<file path="src/rtl/ifetch_arbiter_pkg.sv">
// Shared constants for the instruction-fetch arbiter and its MemController peer.
// Holds default widths, the block-width helper and the IDLE/BUSY encodings.
// No logic; import with ifetch_arbiter_pkg::*.
package ifetch_arbiter_pkg;

  localparam int ADDR_WIDTH_DEF  = 32;
  localparam int BLOCK_WIDTH_DEF = 1;
  localparam int AGE_WIDTH_DEF   = 4;

  // Same encodings as the MemController state constants.
  localparam logic [0:0] ST_IDLE = 1'b0;
  localparam logic [0:0] ST_BUSY = 1'b1;

  // One block holds 2^bw 32-bit instructions.
  function automatic int blk_bits(input int bw);
    return 32 << bw;
  endfunction

endpackage

</file>
<file path="src/rtl/arb_age_counter.sv">
// Saturating age counter used to stop the prefetcher from starving.
// Latency: count updates on the clock after inc/clr; sat is registered state.
// Backpressure: en low holds the count; clr has priority over inc.
module arb_age_counter #(
  parameter int WIDTH = 4
) (
  input  logic clk,
  input  logic rst,
  input  logic en,
  input  logic clr,
  input  logic inc,
  output logic sat
);

  logic [WIDTH-1:0] cnt_q, cnt_d;

  assign sat = &cnt_q;

  // Next count: clear wins, otherwise count up until all ones.
  always_comb begin
    cnt_d = cnt_q;
    if (clr) begin
      cnt_d = '0;
    end else if (inc && !sat) begin
      cnt_d = cnt_q + 1'b1;
    end
  end

  // Count register, frozen while the system is stalled.
  always_ff @(posedge clk or posedge rst) begin
    if (rst) begin
      cnt_q <= '0;
    end else if (en) begin
      cnt_q <= cnt_d;
    end
  end

endmodule

</file>
<file path="src/rtl/ifetch_arbiter.sv">
// Shares the MemController instruction-block port between demand misses and the
// next-line prefetcher; grant -> ICMC_en next cycle, response pulses in the MCIC_en cycle.
// One transaction in flight; others wait (level requests). Optional MEM_ARB_AGE_EN adds prefetch aging.
module ifetch_arbiter
  import ifetch_arbiter_pkg::*;
#(
  parameter int ADDR_WIDTH  = ADDR_WIDTH_DEF,
  parameter int BLOCK_WIDTH = BLOCK_WIDTH_DEF
`ifdef MEM_ARB_AGE_EN
  , parameter int AGE_WIDTH = AGE_WIDTH_DEF
`endif
) (
  input  logic                                Sys_clk,
  input  logic                                Sys_rst,
  input  logic                                Sys_rdy,
  input  logic                                Sys_flush,
  input  logic                                ICARB_en,
  input  logic [ADDR_WIDTH-1:0]               ICARB_addr,
  output logic                                ARBIC_en,
  input  logic                                PFARB_en,
  input  logic [ADDR_WIDTH-1:0]               PFARB_addr,
  output logic                                ARBPF_en,
  output logic [blk_bits(BLOCK_WIDTH)-1:0]    ARB_block,
  output logic                                ICMC_en,
  output logic [ADDR_WIDTH-1:0]               ICMC_addr,
  input  logic                                MCIC_en,
  input  logic [blk_bits(BLOCK_WIDTH)-1:0]    MCIC_block
);

  logic [0:0]            state_q, state_d;
  logic [ADDR_WIDTH-1:0] cur_addr_q, cur_addr_d;
  logic                  own_ic_q, own_ic_d;
  logic                  own_pf_q, own_pf_d;
  logic                  drop_q, drop_d;
  logic                  ic_match, pf_match;
  logic                  pf_force;

  // A requester for the block already in flight can share its response,
  // unless a flush has already condemned that response.
  assign ic_match = ICARB_en && (ICARB_addr == cur_addr_q) && !drop_q;
  assign pf_match = PFARB_en && (PFARB_addr == cur_addr_q) && !drop_q;

  // Request drops in the completion cycle so MemController never sees it twice.
  assign ICMC_en   = (state_q == ST_BUSY) && !MCIC_en;
  assign ICMC_addr = cur_addr_q;
  assign ARB_block = MCIC_block;

`ifdef MEM_ARB_AGE_EN
  logic age_sat;
  logic pf_served;

  // Prefetch counts as served when granted, merged, or answered.
  assign pf_served = ARBPF_en || (own_pf_d && !own_pf_q);
  // Saturated age lets the prefetch jump a demand for a different block.
  assign pf_force  = age_sat && PFARB_en && !(ICARB_en && (ICARB_addr == PFARB_addr));

  arb_age_counter #(.WIDTH(AGE_WIDTH)) u_age (
    .clk (Sys_clk),
    .rst (Sys_rst),
    .en  (Sys_rdy),
    .clr (pf_served || Sys_flush),
    .inc (PFARB_en && !own_pf_q && !pf_served),
    .sat (age_sat)
  );
`else
  assign pf_force = 1'b0;
`endif

  // Grant, merge, flush and completion decisions; nothing moves while Sys_rdy is low.
  always_comb begin
    state_d    = state_q;
    cur_addr_d = cur_addr_q;
    own_ic_d   = own_ic_q;
    own_pf_d   = own_pf_q;
    drop_d     = drop_q;
    ARBIC_en   = 1'b0;
    ARBPF_en   = 1'b0;
    if (Sys_rdy) begin
      if (state_q == ST_IDLE) begin
        if (!Sys_flush) begin
          if (ICARB_en && !pf_force) begin
            state_d    = ST_BUSY;
            cur_addr_d = ICARB_addr;
            own_ic_d   = 1'b1;
            own_pf_d   = PFARB_en && (PFARB_addr == ICARB_addr);
          end else if (PFARB_en) begin
            state_d    = ST_BUSY;
            cur_addr_d = PFARB_addr;
            own_ic_d   = 1'b0;
            own_pf_d   = 1'b1;
          end
        end
      end else if (MCIC_en) begin
        ARBIC_en = (own_ic_q || ic_match) && !drop_q && !Sys_flush;
        ARBPF_en = (own_pf_q || pf_match) && !drop_q && !Sys_flush;
        state_d  = ST_IDLE;
        own_ic_d = 1'b0;
        own_pf_d = 1'b0;
        drop_d   = 1'b0;
      end else if (Sys_flush) begin
        drop_d = 1'b1;
      end else begin
        if (ic_match) own_ic_d = 1'b1;
        if (pf_match) own_pf_d = 1'b1;
      end
    end
  end

  // Arbiter state registers.
  always_ff @(posedge Sys_clk or posedge Sys_rst) begin
    if (Sys_rst) begin
      state_q    <= ST_IDLE;
      cur_addr_q <= '0;
      own_ic_q   <= 1'b0;
      own_pf_q   <= 1'b0;
      drop_q     <= 1'b0;
    end else begin
      state_q    <= state_d;
      cur_addr_q <= cur_addr_d;
      own_ic_q   <= own_ic_d;
      own_pf_q   <= own_pf_d;
      drop_q     <= drop_d;
    end
  end

endmodule

</file>
<file path="config.mk">
export PLATFORM = sky130hd
export DESIGN_NAME = ifetch_arbiter
export DESIGN_NICKNAME = d
export VERILOG_FILES = /design/src/rtl/ifetch_arbiter_pkg.sv /design/src/rtl/arb_age_counter.sv /design/src/rtl/ifetch_arbiter.sv
export SDC_FILE = /design/constraint.sdc
export NUM_CORES = 1
export LEC_CHECK = 0
export BUFFER_PORTS_ARGS = -buffer_cell sky130_fd_sc_hd__buf_2
export CAP_MARGIN = 20
export CORE_ASPECT_RATIO = 1.1
export CORE_MARGIN = 5
export CORE_UTILIZATION = 45
export CTS_CLUSTER_DIAMETER = 120
export CTS_CLUSTER_SIZE = 20
export DETAILED_ROUTE_END_ITERATION = 6
export HOLD_SLACK_MARGIN = 0.05
export PLACE_DENSITY_LB_ADDON = 0.15
export SKIP_CTS_REPAIR_TIMING = 1
export SYNTH_ARGS = -nofsm -noshare
export SYNTH_HDL_FRONTEND = slang
export SYNTH_SLANG_ARGS = --single-unit
</file>
<file path="constraint.sdc">
create_clock -name Sys_clk -period 2.9 [get_ports Sys_clk]
set_input_delay 0.58 -clock Sys_clk [delete_from_list [all_inputs] [get_ports Sys_clk]]
set_output_delay 0.58 -clock Sys_clk [all_outputs]
set_load 0.02 [all_outputs]
</file>
---- After elaboration in Yosys (flattened, before gate mapping) ----
Index checks and enable logic that the tools add are counted.
Widths: inputs -> output; s select.
cells by class
  bitwise logic cells ..................... 2
  reduce and logical (&&, ||, !) cells .... 22
  multiplexer cells ....................... 29
  equal/unequal tests ..................... 7
operators with widths
  operator            count
  $eq 32x32->1        3
  $mux 32             2
  $mux 1              27
  $logic_and 1x1->1   10
  $reduce_and 5->1    2
  $ne 3x2->1 const B  2
  $ne 2x1->1 const B  2
  $reduce_and 4->1    1
  $reduce_bool 2->1   2
  $logic_not 1->1     3
  $reduce_and 3->1    1
  $reduce_bool 3->1   1
  $logic_or 1x1->1    2
  $not 1->1           2
storage, ports and cells
  output and inout bits ................... 99
  register bits ........................... 36
  word-level logic and storage cells ...... 65
  input bits .............................. 135

---- Depth between registers and ports, before layout ----
  depth in word-level cells ............... 9
  gate-level depth with buffers ........... 7
  mapped depth without buffers ............ 6

---- Least setup slack after synthesis ----
Ideal clock, no wire load.
  path type ............................... input to output
  start point ............................. input ICARB_addr[4]
  end point ............................... output ARBIC_en
  data required time ...................... 2320 ps
  arrival ................................. 2196 ps
  path slack .............................. 124 ps
  buffers on the path ..................... 0
  stages .................................. 6
  path through ............................ xor2_1 nor4_1 nand4_1 nor4_1 a41oi_1 nor4_1
on the way
  cells in the longest elaborated chain, start to end .. 9
ends and longest elaborated chain
  element                         line                  RTL
  start, declared                 ifetch_arbiter.sv:18  input logic [ADDR_WIDTH-1:0] ICARB_addr,
  $eq 32x32->1                    ifetch_arbiter.sv:40  assign ic_match = ICARB_en && (ICARB_addr == cur_addr_q) && !drop_q;
  $logic_and 1x1->1 (2 in a row)  ifetch_arbiter.sv:40
  $logic_or 1x1->1                ifetch_arbiter.sv:94  ARBIC_en = (own_ic_q || ic_match) && !drop_q && !Sys_flush;
  $logic_and 1x1->1 (2 in a row)  ifetch_arbiter.sv:94
  $mux 1                          ifetch_arbiter.sv:93  end else if (MCIC_en) begin
  $mux 1                          ifetch_arbiter.sv:79  if (state_q == ST_IDLE) begin
  $mux 1                          ifetch_arbiter.sv:78  if (Sys_rdy) begin
  end, declared                   ifetch_arbiter.sv:19  output logic ARBIC_en,
No other way between the ends.

---- Final worst setup path ----
  start point ............................. register cur_addr_q[10] (netlist: ICMC_addr[10])
  end point ............................... output ARBIC_en
on the way
  cells in the longest elaborated chain, start to end .. 9
ends and longest elaborated chain
  element                         line                   RTL
  start, declared                 ifetch_arbiter.sv:31   logic [ADDR_WIDTH-1:0] cur_addr_q, cur_addr_d;
  start signal, assigned          ifetch_arbiter.sv:119  cur_addr_q <= cur_addr_d;
  $eq 32x32->1                    ifetch_arbiter.sv:40
  $logic_and 1x1->1 (2 in a row)  ifetch_arbiter.sv:40
  $logic_or 1x1->1                ifetch_arbiter.sv:94
  $logic_and 1x1->1 (2 in a row)  ifetch_arbiter.sv:94
  $mux 1                          ifetch_arbiter.sv:93
  $mux 1                          ifetch_arbiter.sv:79
  $mux 1                          ifetch_arbiter.sv:78
No other way between the ends.

==> flow_metrics.py <==
metrics = {
    "synth": {
        "yosysSeqAreaShare": 0.275,
        "synth_ff_type": "dfrtp_1",
        "ys_types": 32,
        "syn_area_per_cell_um2": 8.91,
        "netlist_area_mm2": 0.00328,
        "yosysWarnings": 0,
        "synthTopCellsByCount": "buf_4, xor2_1, dfrtp_1",
        "yosysTopAreaCellShare": 0.275,
        "yosysTopAreaCell": "dfrtp_1",
        "synth_seq_cells": 36,
        "syn_inst": 368,
        "synthTopCellsByArea": "dfrtp_1, xor2_1, buf_4",
        "async_reset_ff_frac": 1.00,
        "synth_edf_count": 0,
        "synth.most_common_cell": "buf_4",
        "syn_nets": 503,
    },
    "die": {
        "start_util": 0.466,
        "std_cell_rows": 32,
        "die-area_mm2": 0.00910,
        "die_w_um": 91.4,
        "dieHeight_um": 99.6,
        "core_area_mm2": 0.00705,
        "ios": 234,
    },
    "power": {
        "switching_power_w": 0.00102,
        "seqPwrFrac": 0.367,
        "clockPowerShare": 0.170,
        "power.leakage_nw": 1.68,
        "p_sw_frac": 0.441,
        "power.density_mw_per_mm2": 622,
        "p_int_w": 0.00129,
        "peakVddDrop_mv": 0.301,
        "p_comb_frac": 0.463,
    },
    "critical_path": {
        "r2r_slack_ns": 0.59,
        "cp_max_fo": 4,
        "critPathKind": "flop to primary output",
        "crit_slowest_cell": "dfrtp_1",
        "cp_num_buf_inv": 2,
        "r2r_start": "ICMC_addr[10]",
        "worstReg2RegEnd": "own_ic_q",
        "worst_path_most_repeated_cell": "nor4_2",
        "crit_path_end_kind": "primary output",
        "crit_required_ns": 2.32,
        "worst_path_largest_cell_delay_ns": 0.43,
        "crit_family": "simple AND/OR/NAND/NOR gates",
        "crit_chain": "xor2_1 > nor4_2 > buf_4 > nand4_1 > nor4_2 > a41oi_2 > nor4_2 > buf_4",
        "worstSetupStartpointType": "flop",
        "rr_worst_depth": 8,
        "cp.arrival_ns": 2.43,
    },
    "sta": {
        "slew_headroom": 0.578,
        "rsz0062_at_grt": "yes",
        "finalSetupTns_ns": -0.115,
        "fin_skew_ns": 0.00498,
        "finalWorstSetupSlack_ns": -0.113,
        "hold_viol": 0,
        "final_max_slew_viol_count": 0,
        "period_share": 1.04,
        "fin_crit_ns": 3.01,
        "fmax_ghz": 0.332,
        "fin_hold_ws_ns": 0.391,
        "tightest_slew_ns": 0.632,
        "finalSetupViolCount": 2,
    },
    "cells_and_area": {
        "diodes": 0,
        "seqCellArea_um2": 902,
        "syn2layout_area_growth_pct": 12.7,
        "fillers": 701,
        "final_layout_size_suffix_gt1_frac": 0.346,
        "utilization": 0.525,
        "final_cell_area_mm2": 0.00370,
        "stdcell_count": 513,
        "multi_input_area_mm2": 0.00188,
        "nets": 562,
    },
    "place": {
        "port_buffers": 105,
        "dpl.cell_count": 504,
        "dpl-instance-area_mm2": 0.00355,
        "gp_congestion": 0.829,
        "post-dp-hpwl_um": 7500,
    },
    "route": {
        "routed_wl_um": 9370,
        "dr_total_vias": 2729,
        "first_pass_iters": 4,
        "drc": 0,
        "drt-initial-drc-count": 134,
        "drtAntennaViolNets": 0,
        "wl_per_cell_um": 18.3,
        "vias_per_cell": 5.32,
    },
    "clock_network": {
        "numClockSinks": 36,
        "numCtsBuffers": 5,
        "ctsHtreeMaxLevel": 2,
        "cts.reportedPaths.clkPinSlew_ns": 0.08,
        "root_buffer": "clkbuf_8",
        "cts_tree": "yes",
        "clk_path_buf_depth": 2,
        "clk_latency_ns": 0.29,
    },
    "global_routing": {
        "grt_usage": 0.198,
        "grt_pass1_wl_um": 14200,
        "grt_max_degree": 38,
        "antenna_found_initial": 1,
        "first_global_vias": 2804,
        "grt_overflow": 0,
    },
    "run_status": {
        "status": "finished, violations left",
        "violations": "negative setup slack",
    },
    "flow_run": {
        "maxCapViolCount": 0,
    },
    "worst_hold_path": {
        "hold_class": "primary input to asynchronous set/reset pin",
    },
}
## sequential cells by signal, summed over array words and instances (netlist names)
name       cells
own_pf_q       1
drop_q         1
ICMC_addr     32
state_q        1
own_ic_q       1
## logic make-up after synthesis
family / share of synthesized area
xor gates and xnor gates: 0.254
buffers and inverters: 0.167
and+or+nand+nor: 0.120
AOI/OAI and AO/OA: 0.0870
DFF: 0.275
muxes: 0.0976
## area by class of cell
cell class / instances / area share
Clock buffer: 6 / 0.0223
Clock inverter: 2 / 0.00271
Inverter: 6 / 0.00609
Multi-Input combinational cell: 251 / 0.509
Sequential cell: 36 / 0.244
Tap cell: 85 / 0.0288
Timing Repair Buffer: 127 / 0.187
## routing by layer
layer / vias to the layer above / track usage / part of all wire
met5: - / 0 / 0.0014
met2: 100 / 0.334 / 0.50
met4: 2 / 0.0779 / 0.031
met3: 45 / 0.0582 / 0.077
li1: 1311 / - / -
met1: 1271 / 0.235 / 0.39
## worst reg2reg max path: stages (launching register included)
cell and delay (ns):
dfrtp_1 0.43, xor2_1 0.17, nor4_2 0.38, buf_4 0.17, nand4_1 0.11, nor4_2 0.35
a41oi_2 0.20, buf_4 0.19, a221oi_2 0.24
## power by group through the flow
stage                     clock network (W)  logic, W  registers (W)
after floorplan                           0  0.000615       0.000977
after global placement                    0   0.00103       0.000847
after detailed placement                  0   0.00104       0.000850
after CTS                          0.000401   0.00105       0.000842
after global routing               0.000415   0.00115       0.000868
final                              0.000390   0.00107       0.000845
## layout by cell type, fill, tap and decap left out
cell / synthesis / final
buf_2: 3 / 104
xor2_1: 62 / 62
dfrtp_1: 36 / 35
nor2_1: 33 / 33
a21oi_1: 33 / 33
xnor2_1: 33 / 33
mux2i_1: 32 / 32
buf_4: 64 / 23
nand4_1: 12 / 12
nor4_1: 17 / 11
nor4_2: 1 / 7
inv_1: 6 / 6
nand2_1: 6 / 6
clkbuf_8: 0 / 6
a2111oi_2: 2 / 2
nand2b_1: 2 / 2
a31oi_1: 2 / 2
o21ai_0: 2 / 2
clkinv_2: 0 / 2
dfrtp_2: 0 / 1
nor3_2: 0 / 1
nor2b_1: 1 / 1
nand3_1: 1 / 1
o2111a_1: 1 / 1
a41oi_2: 0 / 1
and2_1: 1 / 1
or3_1: 1 / 1
o31ai_1: 1 / 1
nor3_1: 2 / 1
a22o_1: 1 / 1
a31o_1: 1 / 1
nor3b_1: 1 / 1
a221oi_2: 1 / 1
a21o_1: 1 / 1
## worst max-delay path by stage
stage,start,to,cells after the start
after floorplan,ICARB_addr[4],ARBIC_en,6
after global placement,PFARB_addr[17],ARBPF_en,9
after detailed placement,PFARB_addr[17],ARBPF_en,9
after CTS,ICMC_addr[17],ARBPF_en,8
after global routing,ICMC_addr[1],ARBIC_en,8
final,ICMC_addr[10],ARBIC_en,8
## metrics by stage
| stage | setup WS [ns] | total power (W) |
|---|---|---|
| after floorplan | 0.124 | 0.00159 |
| after global placement | -0.0775 | 0.00188 |
| after detailed placement | -0.0609 | 0.00189 |
| after CTS | -0.129 | 0.00229 |
| after global routing | -0.237 | 0.00243 |
| final | -0.113 | 0.00230 |
No activity file was read; power rests on OpenSTA's default activity.
